File: config.mk
export PLATFORM = sky130hd
export DESIGN_NAME = btn_word_loader_flat
export DESIGN_NICKNAME = d
export VERILOG_FILES = /design/src/rtl/btn_word_loader_if.sv /design/src/rtl/btn_word_loader.sv /design/src/flat_wrapper.sv
export SDC_FILE = /design/constraint.sdc
export NUM_CORES = 1
export LEC_CHECK = 0
export CORE_ASPECT_RATIO = 1.4
export CORE_MARGIN = 3
export CORE_UTILIZATION = 37
export CTS_CLUSTER_SIZE = 10
export DETAILED_ROUTE_END_ITERATION = 12
export SLEW_MARGIN = 15
export SYNTH_ARGS = -nofsm -noshare
export SYNTH_HDL_FRONTEND = slang
export SYNTH_SLANG_ARGS = --single-unit
File: constraint.sdc
create_clock -name clk -period 4.1 [get_ports clk]
set_clock_uncertainty 0.1 [all_clocks]
set_input_delay 1.23 -clock clk [delete_from_list [all_inputs] [get_ports clk]]
set_output_delay 1.23 -clock clk [all_outputs]
set_load 0.03 [all_outputs]
File: src/rtl/btn_word_loader_if.sv
// Consumer-side handshake bundle for btn_word_loader.
// Ports: o_data/o_valid driven by the loader, i_ready by the consumer.
interface btn_word_loader_if #(
   parameter int DATA_W = 48
);
   logic [DATA_W-1:0] o_data;
   logic              o_valid;
   logic              i_ready;

   modport master (
      output o_data,
      output o_valid,
      input  i_ready
   );

   modport slave (
      input  o_data,
      input  o_valid,
      output i_ready
   );
endinterface

File: src/rtl/btn_word_loader.sv
// Serial MSB-first word entry from bit pulses, committed into a FIFO.
// Ports: clk, ck_rstn, i_bit0/i_bit1/i_commit/i_clear pulses, bus (data/valid/ready),
// o_count bits assembled, o_level FIFO occupancy, sticky o_err_ovf/o_err_short/o_err_drop.
module btn_word_loader #(
   parameter int DATA_W    = 48,
   parameter int DEPTH     = 4,
   parameter bit PAD_SHORT = 1'b0,
   parameter int CNT_W     = $clog2(DATA_W+1)
) (
   input  logic                   clk,
   input  logic                   ck_rstn,
   input  logic                   i_bit0,
   input  logic                   i_bit1,
   input  logic                   i_commit,
   input  logic                   i_clear,
   btn_word_loader_if.master      bus,
   output logic [CNT_W-1:0]       o_count,
   output logic [$clog2(DEPTH):0] o_level,
   output logic                   o_err_ovf,
   output logic                   o_err_short,
   output logic                   o_err_drop
);
   localparam int AW = $clog2(DEPTH);

   typedef enum logic [1:0] {
      S_EMPTY   = 2'd0,
      S_COLLECT = 2'd1,
      S_FULL    = 2'd2
   } state_t;

   state_t            state_q;
   logic [DATA_W-1:0] shreg_q;
   logic [CNT_W-1:0]  count_q;
   logic              ovf_q;
   logic              short_q;
   logic              drop_q;

   logic [DATA_W-1:0] mem_q [DEPTH];
   logic [AW:0]       wptr_q;
   logic [AW:0]       rptr_q;
   logic [AW:0]       wptr_d;
   logic [AW:0]       rptr_d;

   logic              fifo_full;
   logic              fifo_empty;
   logic              pop;
   logic              push_req;
   logic              push_ok;
   logic              bit_one;
   logic              bit_both;
   logic [CNT_W-1:0]  pad_sh;
   logic [DATA_W-1:0] push_word;

   assign fifo_empty = (wptr_q == rptr_q);
   // Full: wrap bits differ, address bits match.
   assign fifo_full  = (wptr_q[AW] != rptr_q[AW]) &&
                       (wptr_q[AW-1:0] == rptr_q[AW-1:0]);

   assign bit_one  = i_bit0 ^ i_bit1;
   assign bit_both = i_bit0 & i_bit1;

   // Left-align a short word by the number of missing bits.
   assign pad_sh    = CNT_W'(DATA_W) - count_q;
   assign push_word = (state_q == S_FULL) ? shreg_q : (shreg_q << pad_sh);

   assign push_req = i_commit && !i_clear &&
                     ((state_q == S_FULL) ||
                      ((state_q == S_COLLECT) && PAD_SHORT));

   // A push into a full FIFO is refused even if a pop happens this cycle.
   assign push_ok = push_req && !fifo_full;
   assign pop     = !fifo_empty && bus.i_ready && !i_clear;

   always_ff @(posedge clk or negedge ck_rstn) begin
      if (!ck_rstn) begin
         state_q <= S_EMPTY;
         shreg_q <= '0;
         count_q <= '0;
         ovf_q   <= 1'b0;
         short_q <= 1'b0;
         drop_q  <= 1'b0;
      end else if (i_clear) begin
         state_q <= S_EMPTY;
         shreg_q <= '0;
         count_q <= '0;
         ovf_q   <= 1'b0;
         short_q <= 1'b0;
         drop_q  <= 1'b0;
      end else if (i_commit) begin
         state_q <= S_EMPTY;
         shreg_q <= '0;
         count_q <= '0;
         if ((state_q == S_EMPTY) ||
             ((state_q == S_COLLECT) && !PAD_SHORT))
            short_q <= 1'b1;
         if (push_req && fifo_full)
            drop_q <= 1'b1;
      end else if (bit_both) begin
         drop_q <= 1'b1;
      end else if (bit_one) begin
         unique case (state_q)
            S_EMPTY, S_COLLECT: begin
               shreg_q <= {shreg_q[DATA_W-2:0], i_bit1};
               count_q <= count_q + 1'b1;
               if (count_q == CNT_W'(DATA_W-1))
                  state_q <= S_FULL;
               else
                  state_q <= S_COLLECT;
            end
            S_FULL:  ovf_q <= 1'b1;
            default: state_q <= S_EMPTY;
         endcase
      end
   end

   always_comb begin
      wptr_d = wptr_q;
      rptr_d = rptr_q;
      if (i_clear) begin
         wptr_d = '0;
         rptr_d = '0;
      end else begin
         if (push_ok) wptr_d = wptr_q + 1'b1;
         if (pop)     rptr_d = rptr_q + 1'b1;
      end
   end

   always_ff @(posedge clk or negedge ck_rstn) begin
      if (!ck_rstn) begin
         wptr_q <= '0;
         rptr_q <= '0;
      end else begin
         wptr_q <= wptr_d;
         rptr_q <= rptr_d;
      end
   end

   always_ff @(posedge clk) begin
      if (push_ok)
         mem_q[wptr_q[AW-1:0]] <= push_word;
   end

   // Head is read straight from storage; masked to zero while empty.
   assign bus.o_data  = fifo_empty ? '0 : mem_q[rptr_q[AW-1:0]];
   assign bus.o_valid = !fifo_empty;

   assign o_count     = count_q;
   assign o_level     = wptr_q - rptr_q;
   assign o_err_ovf   = ovf_q;
   assign o_err_short = short_q;
   assign o_err_drop  = drop_q;
endmodule
File: src/flat_wrapper.sv
// flat-port wrapper written by rule: the top's interface ports become plain ports
module btn_word_loader_flat 
#(
   parameter int DATA_W    = 48,
   parameter int DEPTH     = 4,
   parameter bit PAD_SHORT = 1'b0,
   parameter int CNT_W     = $clog2(DATA_W+1)
)
  (clk, ck_rstn, i_bit0, i_bit1, i_commit, i_clear, o_count, o_level, o_err_ovf, o_err_short, o_err_drop, bus_o_data, bus_o_valid, bus_i_ready);
  btn_word_loader_if #(.DATA_W(DATA_W)) bus_i ();
  input  logic clk;
  input  logic ck_rstn;
  input  logic i_bit0;
  input  logic i_bit1;
  input  logic i_commit;
  input  logic i_clear;
  output logic [CNT_W-1:0] o_count;
  output logic [$clog2(DEPTH):0] o_level;
  output logic o_err_ovf;
  output logic o_err_short;
  output logic o_err_drop;
  output wire logic [$bits(bus_i.o_data)-1:0] bus_o_data;
  output wire logic [$bits(bus_i.o_valid)-1:0] bus_o_valid;
  input wire logic [$bits(bus_i.i_ready)-1:0] bus_i_ready;
  assign bus_o_data = bus_i.o_data;
  assign bus_o_valid = bus_i.o_valid;
  assign bus_i.i_ready = bus_i_ready;
  btn_word_loader #(.DATA_W(DATA_W), .DEPTH(DEPTH), .PAD_SHORT(PAD_SHORT), .CNT_W(CNT_W)) u_core (.clk(clk), .ck_rstn(ck_rstn), .i_bit0(i_bit0), .i_bit1(i_bit1), .i_commit(i_commit), .i_clear(i_clear), .bus(bus_i), .o_count(o_count), .o_level(o_level), .o_err_ovf(o_err_ovf), .o_err_short(o_err_short), .o_err_drop(o_err_drop));
endmodule
==> impl_metrics.py <==
metrics = {
    "power_and_ir_drop": {
        "vdd_ir_drop_max_uv": 270,
        "powerDensity_mw_per_mm2": 336,
        "finalPower_w": 0.00532,
        "leakage_nw": 5.23,
    },
    "synth": {
        "syn-num-nets": 1041,
        "ys_seq_elements": 257,
        "synth-seq-area-share_pct": 54.0,
        "yosysWarnings": 0,
        "synth_edf_count": 192,
        "avgSynthCellArea_um2": 13.4,
        "synthCells": 1023,
        "synth.distinct_cells": 67,
        "yosys-top-cells-count": "192 x edfxtp_1, 175 x nand2_1, 91 x mux4_2",
        "netlist.area_leader.share_pct": 42.1,
        "synth_area_mm2": 0.0137,
        "synth_flop_cell": "edfxtp_1",
        "yosys-top-cells-area": "edfxtp_1 42%, mux4_2 15%, dfrtp_1 12%",
        "async_flop_share_pct": 25.3,
        "synth_top_cell_by_area": "edfxtp_1",
        "yosysMostFrequentCell": "edfxtp_1",
    },
    "route": {
        "dr_total_vias": 9097,
        "drtAntennaViolNets": 0,
        "drt_first_pass_iters": 5,
        "avgViaCountPerCell": 5.79,
        "wl_per_cell_um": 24.2,
        "drc": 0,
        "wirelength_mm": 38.0,
        "first_iter_violations": 741,
    },
    "sta": {
        "hold_viol": 0,
        "finalSetupViolCount": 0,
        "rsz0062_at_grt": "false",
        "worstMarginPinSlew_ns": 1.19,
        "tns_ns": 0,
        "fin_crit_sh_pct": 93.0,
        "fmax_mhz": 262,
        "setup_slack_ns": 0.286,
        "period_needed_ns": 3.81,
        "whs_ns": 0.396,
        "slew_viol_final": 0,
        "maxSlewHeadroom_pct": 19.4,
    },
    "setup_path": {
        "critPathCapture": "o_level[2]",
        "crit_chain": "inv_1 -> ha_1 -> fa_1 -> xor2_1 -> clkdlybuf4s50_1",
        "ff2ff_setup_slack_ns": 0.55,
        "end_kind": "output port",
        "start_kind": "register",
        "cp_slowest_cell": "clkdlybuf4s50_1",
        "cp_max_fo": 4,
        "cpPeakStageDelay_ns": 0.68,
        "cp_top_family": "buffers and inverters",
        "rr_worst_depth": 9,
        "crit_buf_inv": 2,
        "r2r-end": "u_core.mem_q[0][32]",
        "worstPathArrival_ns": 2.48,
        "reg2reg_from": "u_core.o_count[1]",
        "path_class": "register to output port",
        "critPathRequiredTime_ns": 2.77,
        "worst-path-stages": 5,
        "setup.worst_path.start": "u_core.wptr_q[0]",
    },
    "die": {
        "die_h_um": 234,
        "start_util_pct": 37.8,
        "ios": 68,
        "num_rows": 82,
        "die_area_mm2": 0.0394,
        "die_width_um": 169,
        "core_area_mm2": 0.0362,
    },
    "clock_network": {
        "cts-htree-levels": 1,
        "cts_made_buffers": 29,
        "cts_tree": "yes",
        "clk_latency_ns": 0.54,
        "post_cts_buffers": 0,
        "path_clk_slew_ns": 0.05,
        "root_buffer": "clkbuf_16",
        "clock_path_buffers": 3,
        "clock_sinks": 257,
    },
    "grt": {
        "grt_pass1_wl_mm": 58.5,
        "first_global_vias": 9169,
        "grt_overflow": 0,
        "grt_use_total_pct": 19.4,
        "grt_max_degree": 57,
        "grt_antenna_before_repair": 0,
    },
    "finish": {
        "final_nets": 1105,
        "drive_gt1_share_pct": 23.7,
        "regArea_mm2": 0.00740,
        "num_antenna_cells": 0,
        "utilization_pct": 43.7,
        "n_fill_cell": 3318,
        "area.growth.synth_to_final_pct": 15.6,
        "multiInputGateArea_mm2": 0.00590,
    },
    "status": {
        "status": "completed",
    },
    "min_path": {
        "hold_path_class": "register to register",
    },
    "flow_run": {
        "max_cap_violations": 0,
    },
    "placed_design": {
        "hpwl_mm": 27.0,
        "place.gp.congestion": 0.952,
        "dp_slack_ns": 0.594,
        "port-buffer-count": 67,
    },
}
logic make-up (layout without fill, tap and decap cells):
family | Yosys count | in the layout | synth area share, %
and+or+nand+nor | 329 | 329 | 11.1
DFF | 257 | 257 | 54.0
muxes | 168 | 168 | 21.5
AOI/OAI and AO/OA | 152 | 152 | 7.49
buffers and inverters | 87 | 172 | 3.22
xor gates and xnor gates | 19 | 19 | 1.65
adders and majority gates | 11 | 11 | 1.06
placed cells by master, fill, tap and decap left out, types with 5 or more instances in the layout:
| cell | n |
|---|---|
| a21oi_1 | 60 |
| a22o_1 | 10 |
| a22oi_1 | 14 |
| a32oi_1 | 5 |
| and2_1 | 49 |
| buf_12 | 18 |
| buf_4 | 76 |
| clkbuf_1 | 22 |
| clkbuf_16 | 29 |
| clkdlybuf4s50_1 | 17 |
| dfrtp_1 | 62 |
| edfxtp_1 | 192 |
| ha_1 | 9 |
| inv_1 | 7 |
| mux2_2 | 17 |
| mux2i_1 | 54 |
| mux4_1 | 6 |
| mux4_2 | 91 |
| nand2_1 | 175 |
| nand2b_1 | 9 |
| nand3_1 | 13 |
| nand4_1 | 9 |
| nor2_1 | 42 |
| o211ai_1 | 11 |
| o21ai_0 | 15 |
| o221ai_1 | 7 |
| or2_2 | 5 |
| xor2_1 | 9 |
sequential cells by signal, indices dropped and copies added (netlist names):
name                count
u_core.mem_q          192
u_core.o_count          6
u_core.o_err_drop       1
u_core.o_err_ovf        1
u_core.o_err_short      1
u_core.rptr_q           3
u_core.shreg_q         48
u_core.state_q          2
u_core.wptr_q           3
worst min-delay path, cell delays in order, from the launching register on:
cell,delay (ns)
dfrtp_1,0.34
nor2_1,0.05
nor2_1,0.07
power by group:
| part | total [W] | switching, W | internal [W] |
|---|---|---|---|
| registers | 0.00278 | 0.00000410 | 0.00277 |
| clock network | 0.00227 | 0.000939 | 0.00133 |
| logic | 0.000269 | 0.000180 | 0.0000894 |
| total | 0.00532 | 0.00112 | 0.00419 |
worst min-delay path by stage:
stage                             from            endpoint  slack, ns  cells past startpoint
floorplan           u_core.shreg_q[47]  u_core.shreg_q[47]       0.41                      2
global placement     u_core.o_err_drop   u_core.o_err_drop       0.39                      2
detailed placement   u_core.o_err_drop   u_core.o_err_drop       0.39                      2
CTS                  u_core.o_err_drop   u_core.o_err_drop       0.41                      2
global route          u_core.o_err_ovf    u_core.o_err_ovf       0.42                      2
finish               u_core.o_err_drop   u_core.o_err_drop       0.40                      2
per-stage QoR:
step / std cells / instance area, um2
final: 1570 / 15800
after detailed placement: 1518 / 15000
after global routing: 1570 / 15800
after floorplan: 1023 / 13700
after global placement: 1518 / 15000
after CTS: 1570 / 15800
what timing repair did:
action	CTS	global route
setup endpoints to repair	0	1
hold buffers	0	0
gates resized for setup	0	1
routing by layer:
metal / track usage (%) / wire length [um] / vias up
met4: 9.70 / 2050 / 0
met3: 2.12 / 2070 / 91
li1: - / - / 4031
met1: 25.4 / 15500 / 4616
met2: 32.3 / 18400 / 359
met5: 0 / 0 / -
cell type report:
cell class	count	share of cell area, %
flip-flops and latches	257	46.7
repair buffers	112	6.98
inverters	8	0.190
multi-input cells	679	37.3
well taps	462	3.65
clock buffers	52	5.19
No activity file was read; power rests on OpenSTA's default activity.
==> edit 1, RTL diff (config.mk and constraints unchanged) <==
`PAD_SHORT` is set to 1'b0 in 2 places; all go to 1'b1.
--- a/src/rtl/btn_word_loader.sv
+++ b/src/rtl/btn_word_loader.sv
@@ -6,3 +6,3 @@
    parameter int DEPTH     = 4,
-   parameter bit PAD_SHORT = 1'b0,
+   parameter bit PAD_SHORT = 1'b1,
    parameter int CNT_W     = $clog2(DATA_W+1)
--- a/src/flat_wrapper.sv
+++ b/src/flat_wrapper.sv
@@ -5,3 +5,3 @@
    parameter int DEPTH     = 4,
-   parameter bit PAD_SHORT = 1'b0,
+   parameter bit PAD_SHORT = 1'b1,
    parameter int CNT_W     = $clog2(DATA_W+1)
Formal check against the unedited RTL: not equivalent (Yosys sat finds a counterexample within 4 cycles, from zero or initial values and one cycle with ck_rstn low).
==> edit 1 against the original RTL <==
  * Sequential cell count unchanged
  * Setup slack got worse by 0.16 ns
  * Area after synthesis decreased by 0.79%
  * First-iteration DRC count increased by 13%
  * Design area increased by 0.32%
  * Routed wire length decreased by 7.4%
  * Power increased by 3.8%
  * Sequential power about the same
  * Global-route usage decreased by 1.7 points
  * Largest cell class unchanged
  * Largest power group unchanged
  * Highest routed layer unchanged
==> edit 1: results (changes against the original RTL) <==
The number of fill cells is 3210 (was 3318). The number of global-route vias before repair came out at 9188 (was 9169). Commonest cells post-synth: edfxtp_1, nand2_1, mux4_2, dfrtp_1, a21oi_1 (unchanged). The fmax came to 252 MHz (was 262 MHz). The total instance count after detailed placement came out at 1506 (was 1518). The proportion of synthesized area in mux cells came out at 22.3% (was 21.5%).

The headroom to the max-slew limit came to 22.1% (was 19.4%). The maximum number of pins on one net before global-route repair came to 66 (was 57). The maximum net fanout on the critical path is 39 (was 4). The data arrival time of the critical path came out at 2.64 ns (was 2.48 ns).

The number of inverters outside the clock class in the layout is 17 (was 8). The reported combinational group power is 451 uW (was 269 uW). The setup slack at placement is 0.481 ns (was 0.594 ns). The static leakage is 0.00558 uW (was 0.00523 uW). The layout buffering overhead excluding clock cells is 7.54% (was 6.98%).

The total number of multi-input combinational cells is 644 (was 679). The switching power summed over all nets came out at 1220 uW (was 1120 uW). The count of cells resized by post-cts repair came out at 1 (was 0). The sequential area share after synthesis is 54.4% (was 54.0%). The net total in the final layout is 1097 (was 1105).

The worst slack on hold paths is 0.405 ns (was 0.396 ns). The number of cells produced by synthesis came out at 993 (was 1023). Result of the run: complete, no violations (unchanged).

The synthesized-area fraction occupied by xor and xnor cells is 1.15% (was 1.65%). The met1 wire length came out at 14200 um (was 15500 um). The register-to-register setup slack came out at 0.40 ns (was 0.55 ns). The part of the power in the clock network is 41.4% (was 42.7%). The adder and majority gate portion of the synthesized area came out at 1.34% (was 1.06%). The count of cell types in the netlist came out at 62 (was 67).

The wire length after detailed routing is 35200 um (was 38000 um). The compound-gate portion of the synthesized area is 7.92% (was 7.49%). The number of buffers other than clock buffers in the final layout came out at 127 (was 112). The area growth from synthesis to layout was 16.9% (was 15.6%).

The met2 wire length is 17900 um (was 18400 um). The standard cell area after detailed placement is 15000 um2 (about the same). The portion of the layout cell area used by clock cells is 5.25% (was 5.19%).

The met2 track utilization from global routing is 30.2% (was 32.3%). The number of nets in the synthesized netlist came out at 1014 (was 1041). The all-layer global routing usage is 17.7% (was 19.4%).
[edit 1: changes by cell type after synthesis, moves of 6 or more]
cell	change
or2_2	-6
nor2_1	-13
mux2i_1	-16
nand2b_1	-7
a22oi_1	+13
nand4_1	-6
mux4_1	-6
mux2_2	+7
mux2_4	+7
nor3_1	+6
mux4_2	+8
o221ai_1	-7
inv_1	+10
nand2_1	-21
[edit 1: final timing paths]
kind                                     from                  end  cells past startpoint
max                          u_core.rptr_q[0]       bus_o_data[19]                      5
min                        u_core.o_err_short   u_core.o_err_short                      2
min reg2reg                u_core.o_err_short   u_core.o_err_short                      2
max reg2reg                 u_core.o_count[0]  u_core.mem_q[2][31]                      9
min in group asynchronous             ck_rstn   u_core.shreg_q[39]                      2
max in group asynchronous             ck_rstn     u_core.rptr_q[0]                      2
==> edit 2, RTL diff (same settings) <==
Without the edit above. Compare `count_q` against `CNT_W'(DATA_W-1)` with >= in place of ==.
--- a/src/rtl/btn_word_loader.sv
+++ b/src/rtl/btn_word_loader.sv
@@ -104,3 +104,3 @@
                count_q <= count_q + 1'b1;
-               if (count_q == CNT_W'(DATA_W-1))
+               if (count_q >= CNT_W'(DATA_W-1))
                   state_q <= S_FULL;
Behaviour: no difference found for any inputs over 4 cycles, from zero or initial values and one cycle with ck_rstn low; that may be too few to reach the edited logic, so the function may still have changed.
==> edit 2 against the original RTL <==
  * Clock power about the same
  * Utilization fell by 0.19 points
  * Routed wire length shrank 7.6%
  * Global-route usage fell by 1.4 points
  * Largest power group unchanged
  * Design area decreased by 1.3%
  * Sequential cell count stayed put
  * Power is 0.33% lower
  * Register-to-register slack better by 0.17 ns
  * Setup slack got worse by 0.020 ns
  * Die area is 1.4% lower
  * Area after synthesis shrank 1.4%
  * Critical path depth up 1
==> edit 2: results (changes against the original RTL) <==
The fraction of final layout cells sized beyond drive strength 1 was 24.3% (was 23.7%). The worst flop-to-flop path startpoint is u_core.o_count[2] (was u_core.o_count[1]). The total iterations of the first detailed-routing run was 7 (was 5). The switching power summed over all nets is 1110 uW (was 1120 uW). The all-layer global routing usage came out at 18.0% (was 19.4%). The count of cell types in the netlist came out at 69 (was 67). The register-to-register setup slack is 0.72 ns (was 0.55 ns).

The post-route fraction of the period consumed by the critical path is 93.5% (was 93.0%). The share of flip-flops with an asynchronous set or reset is 25.3% (unchanged). The sequential area share after synthesis came out at 54.8% (was 54.0%). The sequential cell count of the final layout came out at 257 (unchanged).

Largest cells by area after synthesis: edfxtp_1, mux4_2, dfrtp_1 (unchanged). The net total in the final layout is 1077 (was 1105). The maximum single-stage delay on the critical path is 0.54 ns (was 0.68 ns).

The number of violations reported at the end of detailed-routing iteration 0 is 705 (was 741). The reported combinational group power is 254 uW (was 269 uW). The standard cell area after detailed placement came out at 14800 um2 (was 15000 um2).

The total power density per cell area was 339 nW/um2 (was 336 nW/um2). The detailed placement HPWL is 24900 um (was 27000 um). The worst setup path endpoint is bus_o_data[30] (was o_level[2]).

The number of buffers other than clock buffers in the final layout came out at 109 (was 112). The routed length per placed instance is 22.8 um (was 24.2 um). The area growth from synthesis to layout is 15.8% (was 15.6%). The register fraction of the total cell area came out at 47.3% (was 46.7%).

The first-pass GRT wire length came to 55000 um (was 58500 um). The clock buffer count in the final layout is 51 (was 52). The number of global-route vias before repair came out at 8906 (was 9169). The static leakage was 0.00520 uW (was 0.00523 uW). The portion of the layout cell area used by clock cells is 5.23% (was 5.19%). The maximum net fanout on the critical path is 51 (was 4). The measured slew at the worst slew-check pin came out at 0.798 ns (was 1.19 ns). The highest ir drop seen on vdd is 0.000276 V (was 0.000270 V). The kind of cell adding the most delay to the critical path is simple AND/OR/NAND/NOR gates (was buffers and inverters). The via density per instance is 5.72 (was 5.79). The maximum number of pins on one net before global-route repair came out at 52 (was 57). The placer's final routability congestion estimate is 0.933 (was 0.952). The data arrival time of the critical path came out at 2.50 ns (was 2.48 ns). The layout buffering overhead excluding clock cells came to 6.85% (was 6.98%). The setup slack at placement came out at 0.564 ns (was 0.594 ns).

Result of the run: complete, no violations (unchanged). The worst slack on hold paths was 0.403 ns (was 0.396 ns).
## edit 2: changes by cell type after synthesis, sizes merged, moves of 5 or more
cell,delta
a22oi,+8
o221ai,-5
buf,-5
a21oi,-5
mux2,-5
nor3,+9
nand2,-5
## edit 2: cells by family (layout without fill, tap and decap cells)
group | Yosys count | after routing | synth area share (%)
AOI/OAI and AO/OA | 148 | 148 | 7.57
xor gates and xnor gates | 16 | 16 | 1.40
adders and majority gates | 11 | 11 | 1.08
buffers and inverters | 80 | 168 | 3.00
DFF | 257 | 257 | 54.8
muxes | 158 | 158 | 20.8
and+or+nand+nor | 321 | 321 | 11.4
## edit 2: metal layers
layer	vias to the layer above	track usage [%]	part of all wire (%)
li1	3932	-	-
met3	79	2.40	5.3
met2	322	29.8	49
met4	0	8.24	4.5
met5	-	0	0
met1	4479	23.7	41
## edit 2: tightest hold or removal path, delay by kind of cell (launching register included)
family / cells / cell delay (ns)
flops: 1 / 0.34
simple gates: 2 / 0.12
